[config.mk]
export PLATFORM = sky130hd
export DESIGN_NAME = instr_fetch
export DESIGN_NICKNAME = d
export VERILOG_FILES = /design/src/rtl/cpu_pkg.sv /design/src/rtl/instr_fetch_skid.sv /design/src/rtl/instr_fetch.sv
export SDC_FILE = /design/constraint.sdc
export NUM_CORES = 1
export LEC_CHECK = 0
export CAP_MARGIN = 5
export CORE_MARGIN = 1
export CORE_UTILIZATION = 45
export CTS_CLUSTER_SIZE = 40
export DETAILED_ROUTE_END_ITERATION = 12
export GPL_ROUTABILITY_DRIVEN = 0
export GPL_TIMING_DRIVEN = 0
export PLACE_DENSITY_LB_ADDON = 0.25
export SLEW_MARGIN = 15
export SYNTH_ARGS = -nofsm -noshare
export SYNTH_HDL_FRONTEND = slang
export SYNTH_HIERARCHICAL = 1
export SYNTH_SLANG_ARGS = --single-unit
[constraint.sdc]
create_clock -name clock__i -period 4.4 [get_ports clock__i]
set_input_delay 0.88 -clock clock__i [delete_from_list [all_inputs] [get_ports clock__i]]
set_output_delay 0.88 -clock clock__i [all_outputs]
set_load 0.005 [all_outputs]
[src/rtl/cpu_pkg.sv]
// Shared CPU definitions: opcode constants, fetch FSM states and
// default fetch addresses.
package cpu_pkg;

    localparam logic [31:0] DEF_RESET_PC = 32'h0000_0000;
    localparam logic [31:0] DEF_TRAP_PC  = 32'h0000_0080;

    localparam logic [5:0] OP_RTYPE = 6'b000000;
    localparam logic [5:0] OP_ADDI  = 6'b001000;
    localparam logic [5:0] OP_ANDI  = 6'b001100;
    localparam logic [5:0] OP_ORI   = 6'b001101;
    localparam logic [5:0] OP_XORI  = 6'b001110;
    localparam logic [5:0] OP_SW    = 6'b101011;
    localparam logic [5:0] OP_LW    = 6'b100011;
    localparam logic [5:0] OP_BEQ   = 6'b000100;

    typedef enum logic [1:0] {
        FETCH = 2'd0,
        HOLD  = 2'd1,
        DROP  = 2'd2
    } fetch_state_e;

    function automatic logic op_supported(input logic [5:0] op);
        logic ok;
        case (op)
            OP_RTYPE, OP_ADDI, OP_ANDI, OP_ORI,
            OP_XORI, OP_SW, OP_LW, OP_BEQ: ok = 1'b1;
            default:                       ok = 1'b0;
        endcase
        return ok;
    endfunction

endpackage

[src/rtl/instr_fetch_skid.sv]
// One-entry skid buffer catching a fetched word while decode is stalled.
// Clear takes priority over load.
module instr_fetch_skid (
    input  logic        clock__i,
    input  logic        reset__i,
    input  logic        load__i,
    input  logic        clear__i,
    input  logic [31:0] instr__i,
    input  logic [31:0] pc_plus4__i,
    output logic        valid__o,
    output logic [31:0] instr__o,
    output logic [31:0] pc_plus4__o
);

    logic        valid_q, valid_d;
    logic [31:0] instr_q, instr_d;
    logic [31:0] pc4_q, pc4_d;

    // Next-state for the entry: capture on load, empty on clear.
    always_comb begin
        valid_d = valid_q;
        instr_d = instr_q;
        pc4_d   = pc4_q;
        if (load__i) begin
            valid_d = 1'b1;
            instr_d = instr__i;
            pc4_d   = pc_plus4__i;
        end
        if (clear__i) begin
            valid_d = 1'b0;
        end
    end

    // Entry registers.
    always_ff @(posedge clock__i) begin
        if (reset__i) begin
            valid_q <= 1'b0;
            instr_q <= '0;
            pc4_q   <= '0;
        end else begin
            valid_q <= valid_d;
            instr_q <= instr_d;
            pc4_q   <= pc4_d;
        end
    end

    assign valid__o    = valid_q;
    assign instr__o    = instr_q;
    assign pc_plus4__o = pc4_q;

endmodule

[src/rtl/instr_fetch.sv]
// Instruction fetch: single outstanding imem request, skid on stall,
// redirect with drop state. Optional opcode trap: INSTR_FETCH_TRAP_EN.
module instr_fetch
    import cpu_pkg::*;
#(
    parameter logic [31:0] RESET_PC = DEF_RESET_PC,
    parameter logic [31:0] TRAP_PC  = DEF_TRAP_PC
) (
    input  logic        clock__i,
    input  logic        reset__i,
    output logic        imem_req__o,
    output logic [31:0] imem_addr__o,
    input  logic        imem_ack__i,
    input  logic [31:0] imem_data__i,
    input  logic        redirect__i,
    input  logic [31:0] redirect_pc__i,
    input  logic        stall__i,
    output logic [31:0] instr__o,
    output logic [31:0] pc_plus4__o,
    output logic        valid__o,
    output logic        trap__o,
    output logic [31:0] trap_epc__o
);

    fetch_state_e state_q, state_d;
    logic [31:0]  pc_q, pc_d;
    logic [31:0]  drop_pc_q, drop_pc_d;
    logic [31:0]  instr_q, instr_d;
    logic [31:0]  pc4_q, pc4_d;
    logic         valid_q, valid_d;
    logic         trap_q, trap_d;
    logic [31:0]  epc_q, epc_d;

    logic         skid_load, skid_clear, skid_valid;
    logic [31:0]  skid_instr, skid_pc4;
    logic         out_free, bad_op;
    logic [31:0]  ack_pc4, tgt_pc;

`ifdef INSTR_FETCH_TRAP_EN
    assign bad_op = !op_supported(imem_data__i[31:26]);
`else
    assign bad_op = 1'b0;
`endif

    assign out_free = !valid_q || !stall__i;
    assign ack_pc4  = pc_q + 32'd4;
    assign tgt_pc   = {redirect_pc__i[31:2], 2'b00};

    instr_fetch_skid u_skid (
        .clock__i    (clock__i),
        .reset__i    (reset__i),
        .load__i     (skid_load),
        .clear__i    (skid_clear),
        .instr__i    (imem_data__i),
        .pc_plus4__i (ack_pc4),
        .valid__o    (skid_valid),
        .instr__o    (skid_instr),
        .pc_plus4__o (skid_pc4)
    );

    // Next-state and datapath; redirect overrides everything else.
    always_comb begin
        state_d    = state_q;
        pc_d       = pc_q;
        drop_pc_d  = drop_pc_q;
        instr_d    = instr_q;
        pc4_d      = pc4_q;
        valid_d    = valid_q;
        trap_d     = 1'b0;
        epc_d      = epc_q;
        skid_load  = 1'b0;
        skid_clear = 1'b0;
        if (out_free) begin
            valid_d = 1'b0;
        end
        if (redirect__i) begin
            valid_d    = 1'b0;
            skid_clear = 1'b1;
            if (state_q == HOLD || imem_ack__i) begin
                state_d = FETCH;
                pc_d    = tgt_pc;
            end else begin
                state_d   = DROP;
                drop_pc_d = tgt_pc;
            end
        end else begin
            unique case (state_q)
                FETCH: begin
                    if (imem_ack__i) begin
                        if (bad_op) begin
                            pc_d   = TRAP_PC;
                            trap_d = 1'b1;
                            epc_d  = pc_q;
                        end else begin
                            pc_d = ack_pc4;
                            if (out_free) begin
                                instr_d = imem_data__i;
                                pc4_d   = ack_pc4;
                                valid_d = 1'b1;
                            end else begin
                                skid_load = 1'b1;
                                state_d   = HOLD;
                            end
                        end
                    end
                end
                HOLD: begin
                    if (!stall__i && skid_valid) begin
                        instr_d    = skid_instr;
                        pc4_d      = skid_pc4;
                        valid_d    = 1'b1;
                        skid_clear = 1'b1;
                        state_d    = FETCH;
                    end
                end
                DROP: begin
                    if (imem_ack__i) begin
                        pc_d    = drop_pc_q;
                        state_d = FETCH;
                    end
                end
                default: state_d = FETCH;
            endcase
        end
    end

    // State and output registers.
    always_ff @(posedge clock__i) begin
        if (reset__i) begin
            state_q   <= FETCH;
            pc_q      <= RESET_PC;
            drop_pc_q <= RESET_PC;
            instr_q   <= '0;
            pc4_q     <= '0;
            valid_q   <= 1'b0;
            trap_q    <= 1'b0;
            epc_q     <= '0;
        end else begin
            state_q   <= state_d;
            pc_q      <= pc_d;
            drop_pc_q <= drop_pc_d;
            instr_q   <= instr_d;
            pc4_q     <= pc4_d;
            valid_q   <= valid_d;
            trap_q    <= trap_d;
            epc_q     <= epc_d;
        end
    end

    assign imem_req__o  = !reset__i && (state_q != HOLD);
    assign imem_addr__o = pc_q;
    assign instr__o     = instr_q;
    assign pc_plus4__o  = pc4_q;
    assign valid__o     = valid_q;
    assign trap__o      = trap_q;
    assign trap_epc__o  = epc_q;

endmodule

==> results_dict.tcl <==
set metrics [dict create \
    power_density_mw_per_mm2 336.6 \
    rr_worst_depth 7 \
    leakage_nw 4.379 \
    routed-via-count 9099 \
    synth_edf_count 0 \
    cp_common_cell "buf_2" \
    std_cell_rows 52 \
    ios 200 \
    hold_start "pc_plus4__o[9]" \
    rr_startpoint "state_q[0]" \
    grt_usage_pct 27.64 \
    antenna_found_initial 0 \
    ys.flop_type "dfxtp_1" \
    ys_ff_latch 192 \
    vdd.ir_drop.worst_mv 0.2937 \
    status "completed" \
    synthArstFlopShare_pct 0 \
    min_path_cells 2 \
    ys_types 62 \
    worst_setup_path_end_kind "output pin" \
    netlist_instances 1149 \
    worst_path_max_delay_cell "clkdlybuf4s50_1" \
    grt_busiest_layer "met2" \
    cp-start-kind "flop" \
    synthesis.area_mm2 0.009270 \
    dp.cells 1616 \
    area_growth_pct 29.01 \
    drive_above_1_share_pct 7.257 \
    antennaDiodeCount 0 \
    synth_area_per_cell_um2 8.068 \
    worst_ep_required_time_ns 3.52 \
    path_delay_family "buffers and inverters" \
    drc 0 \
    grt_util_met3_pct 5.925 \
    layout_common_cells "202 x nand2_1, 192 x dfxtp_1, 161 x clkdlybuf4s50_1" \
    cts-root-buf "clkbuf_16" \
    grt-ovfl-total 0 \
    clk_pin_slew_ns 0.07 \
    htree_levels 4 \
    yosysWarnings 6 \
    wl_um 29420 \
    drt_pass1_iterations 5 \
    clock_latency_ns 0.44 \
    finClkSkew_ns 0.01545 \
    setup_viol 0 \
    timing.critical_path.buf_inv 4 \
    grt_pass1_vias 8517 \
    placed_cell_area_mm2 0.01135 \
    grt_pass1_wl_um 46000 \
    antenna_left 0 \
    cts_setup_buffers 0 \
    whs_ns 0.4529 \
    hold_violations 0 \
    critical_path_class "flop to output pin" \
    seq_area_mm2 0.003844 \
    fin_area_mm2 0.01196 \
    cpPeakStageDelay_ns 0.51 \
    crit_chain "buf_2, nor2b_1, buf_2, clkbuf_1, nor2_1, clkdlybuf4s50_1" \
    pre_cts_ws_ns 0.7978 \
    critPathMaxFanout 10 \
    p_total_mw 4.025 \
    rsz0062_at_grt "false" \
    clock_path_buffers 2 \
    io_buffers 161 \
    cp.depth 6 \
    ff2ff_setup_slack_ns 1.81 \
    slew_violations 0 \
    gr-usage-met2_pct 42.74 \
    core_area_mm2 0.02023 \
    ys_seq_area_share_pct 41.46 \
    tritoncts "yes" \
    drt-wirelength-per-cell_um 17.85 \
    whs_endpoint "pc_plus4__o[9]" \
    post_cts_resized 0 \
    die_w_um 145.5 \
    dp_hpwl_um 21610 \
    cp.arrival_ns 2.67 \
    tns_ns 0 \
    fin_ws_ns 0.8466 \
    relSlewSlack_pct 40.11 \
    post-route-util_pct 59.10 \
    viasPerCell 5.521 \
    gr-usage-met1_pct 36.55 \
    die_h_um 145.5 \
    die_area_mm2 0.02118 \
    reg2reg_to "imem_addr__o[13]" \
    initial_core_util_pct 45.81 \
    fin_cells 1648 \
    multi_input_area_mm2 0.004811 \
    fmax_mhz 281.4 \
    drv_cap 0 \
    final_common_cell "nand2_1" \
    fill_cells 1826 \
    holdBufCountCts 0 \
    finalCritPeriodShare_pct 80.76 \
    grt_max_degree 20 \
    cts_buffers 17 \
    drt_iter0_drc 774 \
    cts.sinks 192 \
    worst_pin_slew_ns 0.8983 \
    layout.nets 1435 \
    min_period_ns 3.553 \
    hp-class "flop to flop" \
]
-- area by class of cell --
cell class	count	area share (%)
flip-flops and latches	192	32.14
inverters	12	0.3766
clock inverters	14	1.381
clock buffers	18	3.672
plain buffers	132	5.901
multi-input cells	849	40.23
well taps	270	2.825
repair buffers	161	13.48
-- worst reg2reg max path, stage by stage (launching register included) --
cell	delay (ns)
dfxtp_1	0.38
buf_2	0.24
nor2b_1	0.23
o21a_1	0.20
clkbuf_1	0.51
clkbuf_1	0.57
o21ai_0	0.23
a21oi_1	0.17
-- power breakdown --
| part | total, mW | switching, mW | leakage (nW) | internal, mW |
|---|---|---|---|---|
| logic | 0.569 | 0.298 | 2.53 | 0.271 |
| clock network | 1.58 | 0.758 | 0.287 | 0.826 |
| registers | 1.87 | 0.0675 | 1.56 | 1.81 |
| total | 4.03 | 1.12 | 4.38 | 2.90 |
-- sequential cells by signal, summed over array words and instances (netlist names) --
register,cells
imem_addr__o,30
u_skid/valid__o,1
drop_pc_q,30
state_q,2
u_skid/instr__o,32
valid__o,1
instr__o,32
pc_plus4__o,32
u_skid/pc_plus4__o,32
-- Yosys cell counts (3+ instances only) --
cell type	count	area, um^2
nor2_1	145	544.3
nor4_1	10	62.56
mux2i_1	77	770.7
and4_1	4	35.03
nor2b_1	5	31.28
buf_1	4	15.01
and2_1	11	68.82
a31oi_1	5	31.28
nand3_1	24	120.1
nand4_1	14	87.58
and3_1	12	75.07
nand2_1	202	758.2
nand2b_1	11	68.82
o22ai_1	7	43.79
buf_4	40	300.3
o21a_1	3	22.52
buf_6	6	67.56
xnor2_1	16	140.1
nor3_1	16	80.08
nor4b_1	4	35.03
buf_2	11	55.05
or3_1	7	43.79
clkbuf_1	70	262.8
a21oi_1	79	395.4
xor2_1	7	61.31
a311oi_1	38	332.8
o2bb2ai_1	7	61.31
o211ai_1	25	187.7
o21ai_0	34	170.2
inv_1	12	45.04
a211oi_1	8	60.06
o31ai_1	6	45.04
dfxtp_1	192	3844
-- routing by layer --
| metal | wire, um | vias to the layer above | part of all wire, % |
|---|---|---|---|
| met1 | 12590 | 4219 | 43 |
| met2 | 13260 | 425 | 45 |
| li1 | - | 4373 | - |
| met5 | 0 | - | 0 |
| met4 | 1179 | 0 | 4.0 |
| met3 | 2382 | 82 | 8.1 |
-- logic make-up (layout without fill, tap and decap cells) --
group | count (synthesis) | in the layout | synth area share [%]
simple gates | 474 | 474 | 22.78
compound gates | 236 | 236 | 16.87
flops | 192 | 192 | 41.46
buf+inv | 144 | 337 | 8.098
mux | 78 | 78 | 8.436
xor+xnor | 23 | 23 | 2.173
fa+ha+maj | 1 | 1 | 0.1349
other cells | 1 | 37 | 0.04045
-- worst max path at each step --
stage                           start                      to  slack (ns)
after floorplan           redirect__i      u_skid/instr__o[0]        1.86
after global placement    redirect__i      u_skid/instr__o[9]        0.84
after detailed placement  redirect__i  u_skid/pc_plus4__o[21]        0.80
after CTS                  state_q[0]             imem_req__o        0.87
after global routing       state_q[0]             imem_req__o        0.77
final                      state_q[0]             imem_req__o        0.85
(Power assumes the default switching activity.)
